$ cat src/rtl/pc_stack_unit_pkg.sv
// Shared constants and command encoding for the program counter and
// return-address stack block.
package pc_stack_unit_pkg;

    localparam int PC_W          = 12;
    localparam int STACK_DEPTH   = 3;
    localparam int MODE_SATURATE = 0;
    localparam int MODE_WRAP     = 1;

    typedef enum logic [2:0] {
        CMD_NONE,
        CMD_INC,
        CMD_LOAD,
        CMD_CALL,
        CMD_RET,
        CMD_CONFLICT
    } cmd_e;

    // Same-cycle strobes collapse to one command, highest priority first.
    function automatic cmd_e decodeCmd(
        input logic inc,
        input logic load,
        input logic call,
        input logic ret
    );
        cmd_e cmd;
        cmd = CMD_NONE;
        if (call && ret)
            cmd = CMD_CONFLICT;
        else if (ret)
            cmd = CMD_RET;
        else if (call)
            cmd = CMD_CALL;
        else if (load)
            cmd = CMD_LOAD;
        else if (inc)
            cmd = CMD_INC;
        return cmd;
    endfunction

endpackage

$ cat src/rtl/pc_stack_unit_lifo_ring.sv
// Circular return-address storage with pointer and fill-level tracking.
// In wrap mode pushes and pops proceed past the full/empty limits.
module lifo_ring
    import pc_stack_unit_pkg::*;
#(
    parameter int ADDR_W    = PC_W,
    parameter int DEPTH     = STACK_DEPTH,
    parameter int WRAP_MODE = MODE_WRAP,
    localparam int LVL_W    = $clog2(DEPTH + 1),
    localparam int PTR_W    = $clog2(DEPTH)
) (
    input  logic              clk,
    input  logic              rst,
    input  logic              push,
    input  logic              pop,
    input  logic [ADDR_W-1:0] wrData,
    output logic [ADDR_W-1:0] rdData,
    output logic              canPop,
    output logic [LVL_W-1:0]  level,
    output logic              full,
    output logic              empty
);

    logic [ADDR_W-1:0] mem [DEPTH];
    logic [PTR_W-1:0]  ptr;
    logic [PTR_W-1:0]  ptrInc;
    logic [PTR_W-1:0]  ptrDec;
    logic [LVL_W-1:0]  lvl;
    logic              wrEn;
    logic              rdEn;

    assign ptrInc = (ptr == PTR_W'(DEPTH - 1)) ? '0 : ptr + 1'b1;
    assign ptrDec = (ptr == '0) ? PTR_W'(DEPTH - 1) : ptr - 1'b1;

    assign full   = (lvl == LVL_W'(DEPTH));
    assign empty  = (lvl == '0);
    assign level  = lvl;
    assign rdData = mem[ptrDec];

    assign canPop = !empty || (WRAP_MODE != 0);
    assign wrEn   = push && (!full || (WRAP_MODE != 0));
    assign rdEn   = pop && canPop;

    always_ff @(posedge clk or posedge rst) begin
        if (rst) begin
            ptr <= '0;
            lvl <= '0;
            for (int i = 0; i < DEPTH; i++)
                mem[i] <= '0;
        end else if (wrEn) begin
            mem[ptr] <= wrData;
            ptr      <= ptrInc;
            if (!full)
                lvl <= lvl + 1'b1;
        end else if (rdEn) begin
            ptr <= ptrDec;
            if (!empty)
                lvl <= lvl - 1'b1;
        end
    end

endmodule

$ cat src/rtl/pc_stack_unit.sv
// Program counter with an N-level return-address stack, command priority
// resolution and sticky overflow/underflow/conflict flags.
module pc_stack_unit
    import pc_stack_unit_pkg::*;
#(
    parameter int              ADDR_W    = PC_W,
    parameter int              DEPTH     = STACK_DEPTH,
    parameter int              WRAP_MODE = MODE_WRAP,
    parameter logic [ADDR_W-1:0] RST_PC  = '0
) (
    input  logic                         clk,
    input  logic                         rst,
    input  logic                         inc,
    input  logic                         load,
    input  logic                         call,
    input  logic                         ret,
    input  logic [ADDR_W-1:0]            target,
    input  logic                         errClr,
    output logic [ADDR_W-1:0]            pcAddr,
    output logic [ADDR_W-1:0]            stackTop,
    output logic [$clog2(DEPTH+1)-1:0]   level,
    output logic                         full,
    output logic                         empty,
    output logic                         overflow,
    output logic                         underflow,
    output logic                         conflict
);

    cmd_e              cmd;
    logic [ADDR_W-1:0] pcPlus1;
    logic [ADDR_W-1:0] retAddr;
    logic [ADDR_W-1:0] pcNext;
    logic              canPop;

    assign cmd     = decodeCmd(inc, load, call, ret);
    assign pcPlus1 = pcAddr + 1'b1;
    assign retAddr = inc ? pcPlus1 : pcAddr;

    lifo_ring #(
        .ADDR_W    (ADDR_W),
        .DEPTH     (DEPTH),
        .WRAP_MODE (WRAP_MODE)
    ) uRing (
        .clk    (clk),
        .rst    (rst),
        .push   (cmd == CMD_CALL),
        .pop    (cmd == CMD_RET),
        .wrData (retAddr),
        .rdData (stackTop),
        .canPop (canPop),
        .level  (level),
        .full   (full),
        .empty  (empty)
    );

    always_comb begin
        pcNext = pcAddr;
        unique case (cmd)
            CMD_RET:  if (canPop) pcNext = stackTop;
            CMD_CALL: pcNext = target;
            CMD_LOAD: pcNext = target;
            CMD_INC:  pcNext = pcPlus1;
            default:  pcNext = pcAddr;
        endcase
    end

    // A fresh error in the same cycle as errClr keeps its flag set.
    always_ff @(posedge clk or posedge rst) begin
        if (rst) begin
            pcAddr    <= RST_PC;
            overflow  <= 1'b0;
            underflow <= 1'b0;
            conflict  <= 1'b0;
        end else begin
            pcAddr    <= pcNext;
            overflow  <= (overflow && !errClr) || (cmd == CMD_CALL && full);
            underflow <= (underflow && !errClr) || (cmd == CMD_RET && empty);
            conflict  <= (conflict && !errClr) || (cmd == CMD_CONFLICT);
        end
    end

endmodule

$ cat config.mk
export PLATFORM = sky130hd
export DESIGN_NAME = pc_stack_unit
export DESIGN_NICKNAME = d
export VERILOG_FILES = /design/src/rtl/pc_stack_unit_pkg.sv /design/src/rtl/pc_stack_unit_lifo_ring.sv /design/src/rtl/pc_stack_unit.sv
export SDC_FILE = /design/constraint.sdc
export NUM_CORES = 1
export LEC_CHECK = 0
export ABC_CLOCK_PERIOD_IN_PS = 1870
export CAP_MARGIN = 10
export CORE_UTILIZATION = 50
export CTS_BUF_LIST = sky130_fd_sc_hd__clkbuf_4 sky130_fd_sc_hd__clkbuf_8
export CTS_CLUSTER_DIAMETER = 100
export CTS_CLUSTER_SIZE = 28
export DETAILED_ROUTE_END_ITERATION = 10
export PLACE_DENSITY = 0.82
export SLEW_MARGIN = 10
export SYNTH_ARGS = -nofsm -noshare
export SYNTH_HDL_FRONTEND = slang
export SYNTH_SLANG_ARGS = --single-unit
$ cat constraint.sdc
create_clock -name clk -period 1.87 [get_ports clk]
set_input_delay 0.374 -clock clk [delete_from_list [all_inputs] [get_ports clk]]
set_output_delay 0.374 -clock clk [all_outputs]
set_load 0.01 [all_outputs]
==> impl_results.md <==
- Fillers: 337
- Cell Chain, Critical Path: inv_2 > ha_4 > buf_12 > mux2i_1 > o21ai_2 > buf_2
- Final min period: 2.09 ns
- Clk buf depth: 2
- Synth Area per Inst: just over 9 µm²
- Clock Pin Slew Worst Setup and Hold Paths: approximately 0.10 ns
- Reg2reg end: pcAddr[11]
- Port bufs: 49
- Initial Utilization: 53.4%
- Worst setup EP type: output pin
- Worst EP arrival: roughly 1.7 ns
- CTS root buf: clkbuf_8
- Number of global-route vias before repair: between 2k and 3k
- Area Growth Syn to Fin: 40.5%
- Startpoint types: flop
- GPL Wtd Cong: 0.831
- Worst R2R Start: uRing.ptr[0]
- CTS Sinks: 55
- Slew margin rel.: between 70 and 80%
- Largest net degree at the start of global routing: 56
- P_int: 4.49 mW
- Slowest cell on crit path: dfrtp_1
- TritonCTS Buffers: 5
- Slew at the pin with the worst max-slew slack: ~0.41 ns
- Hold Crit Class: primary input to async pin
- Yosys warns: 0
- Unique masters post-synth: 43
- Initial antenna violation count: 0
- Vias: 3042
- Stages on worst setup path: 6
- Total track usage: 29.5%
- Worst IR Drop VDD: ~0.9 mV
- Post-synth EDFFs: 0
- Violated checks: setup timing
- Flop pwr share: 28.8%
- Chip height: 79.6 µm
- P_leak: 1.85 nW
- Fin nets: 449
- Setup Skew: 0.00889 ns
- WL per Instance: 19.2 µm
- Status: complete, but fails checks
- # Max-Cap Violations: 0
- Switching Share: 42.4%
- Most frequent cells in the layout: dfrtp_1, nor2_1, buf_4
- Final WL: ~9.4 mm
- Syn_nets: 358
- Sequential area share after synthesis: 45.7%
- Commonest non-fill, non-tap cell in the layout: dfrtp_1
- Worst skew pair latency: 0.31 ns
- FF+latch count, synth: 55
- Switch Pwr: approximately 3.3 mW
- Row cnt: 27
- DR iter-0 viols: ~350
- DRC: 0
- Die area: 0.00634 mm²
- Largest cells by area after synthesis: dfrtp_1, a21oi_1, nor2_1
- Worst-path maximum fanout: 9
- CP peak stage delay: roughly 0.38 ns
- Crit-path leading delay family: flip-flops
- Final worst slack: -0.222 ns
- Clock power share: around a tenth
- Via-per-instance ratio: 6.17
- Finished Core Util: around three quarters
- Final Hold Viols: 0
- Critical Path RT: 1.50 ns
- Final Power: 7.79 mW
- Combinational Power Share: 62.0%
- Fmax: 478 MHz
- First-pass GRT wire length: 14.4 mm
- Critical path class: flop to output pin
- Core area: 0.00564 mm²
- Synthesized area: 0.00301 mm²
- Most common flop cell mapped by yosys: dfrtp_1
- GRT overflow: 0
- R2r setup slk: -0.07 ns
- Slew Viols, Final: 0
- Synth top area share: 45.7%
- CTS tree: built
- Post-CTS Hold Fix Bufs: 0
- Leading area contributor after synthesis: dfrtp_1
- I/O Pins: 50
- Diode count: 0
- RSZ-0062 raised after global routing: yes
- H-Tree Depth: 2
- Post-synthesis async set-or-reset flop share: 100%
- Die Wd: 79.6 µm
- Buf/Inv on CP: 3
- Power Density: 1840 mW/mm²
- Worst R2R Path Depth: 9
- Cells after Synth: between 300 and 400
- Share of cells above drive strength 1: between 30% and 40%
- Detailed placement HPWL: between 5 and 6 mm
- Number of nets with antenna violations after routing: 0
- Drt first pass iters: 5
- Period utilization: 112%
- Setup violations, final: 15
## sequential cells by signal (all words and copies together), names as in the netlist
signal	flops
conflict	1
overflow	1
pcAddr	12
uRing.level	2
uRing.mem	36
uRing.ptr	2
underflow	1
## metal layers
| metal | vias up | part of all wire, % | track usage [%] |
|---|---|---|---|
| li1 | 1331 | - | - |
| met1 | 1453 | 39 | 36.9 |
| met2 | 205 | 49 | 51.9 |
| met3 | 53 | 7.6 | 3.20 |
| met4 | 0 | 4.6 | 11.6 |
| met5 | - | 0 | 0 |
## per-stage QoR
| step | cells | setup slack, ns | hold slack [ns] | setup TNS (ns) | area [µm²] |
|---|---|---|---|---|---|
| after floorplan | 329 | -0.0331 | 0.494 | -0.172 | 3010 |
| after global placement | 475 | -0.374 | 0.466 | -10.02 | 3890 |
| after detailed placement | 475 | -0.402 | 0.473 | -12.64 | 3890 |
| after CTS | 490 | -0.163 | 0.431 | -1.78 | 4110 |
| after global routing | 493 | -0.267 | 0.445 | -3.62 | 4230 |
| final | 493 | -0.222 | 0.409 | -2.45 | 4230 |
## cell usage after synthesis (5+ instances only)
cell	instances
dfrtp_1	55
nor2_1	50
a21oi_1	42
o21ai_0	21
nand2_1	20
clkbuf_1	15
mux2i_1	14
ha_1	10
xor2_1	10
inv_1	8
and2_1	7
buf_2	7
o21ai_1	6
a221oi_1	5
nand3_1	5
## timing repair
item,4_1_cts,5_1_grt
setup buffers,7,3
setup endpoints to repair,24,39
resized for setup,88,24
pin swaps,4,7
## power groups by stage
| stage | sequential, mW | combinational (mW) | clock (mW) |
|---|---|---|---|
| after floorplan | 2.11 | 1.92 | 0 |
| after global placement | 2.11 | 3.96 | 0 |
| after detailed placement | 2.15 | 4.08 | 0 |
| after CTS | 2.16 | 4.46 | 0.709 |
| after global routing | 2.28 | 5.12 | 0.772 |
| final | 2.24 | 4.82 | 0.723 |
## layout make-up
type                    count  area, µm²  area share [%]
well taps                  72       90.1            2.13
repair buffers            111        982            23.2
clock buffers               5       68.8            1.63
flip-flops and latches     55       1380            32.6
inverters                   8       30.0           0.709
multi-input cells         239       1650            39.1
clock inverters             3       28.8           0.680
## worst reg2reg max path, delay by kind of cell, from the launching register on
kind                     cells  cell delay (ns)
adder cells (fa/ha/maj)      1             0.30
AO/OA/AOI/OAI                2             0.33
flip-flops                   1             0.38
AND/OR/NAND/NOR              2             0.28
buffers and inverters        3             0.36
multiplexers                 1             0.19
## cell families (layout without fill, tap and decap cells)
group | Yosys count | in the layout | share of synthesized area (%)
adder cells (fa/ha/maj) | 11 | 11 | 4.49
AO/OA/AOI/OAI | 100 | 100 | 19.9
flip-flops | 55 | 55 | 45.7
buffers and inverters | 35 | 127 | 5.65
AND/OR/NAND/NOR | 101 | 101 | 15.7
XOR/XNOR | 12 | 12 | 3.49
multiplexers | 15 | 15 | 5.03
## how the worst max path moves through the flow
stage | from | end
finish | uRing.ptr[0] | stackTop[5]
global route | uRing.ptr[0] | stackTop[5]
CTS | uRing.ptr[0] | stackTop[2]
detailed placement | uRing.ptr[0] | stackTop[0]
global placement | uRing.ptr[0] | stackTop[5]
floorplan | uRing.ptr[0] | pcAddr[5]
No activity file was read; power rests on OpenSTA's default activity.
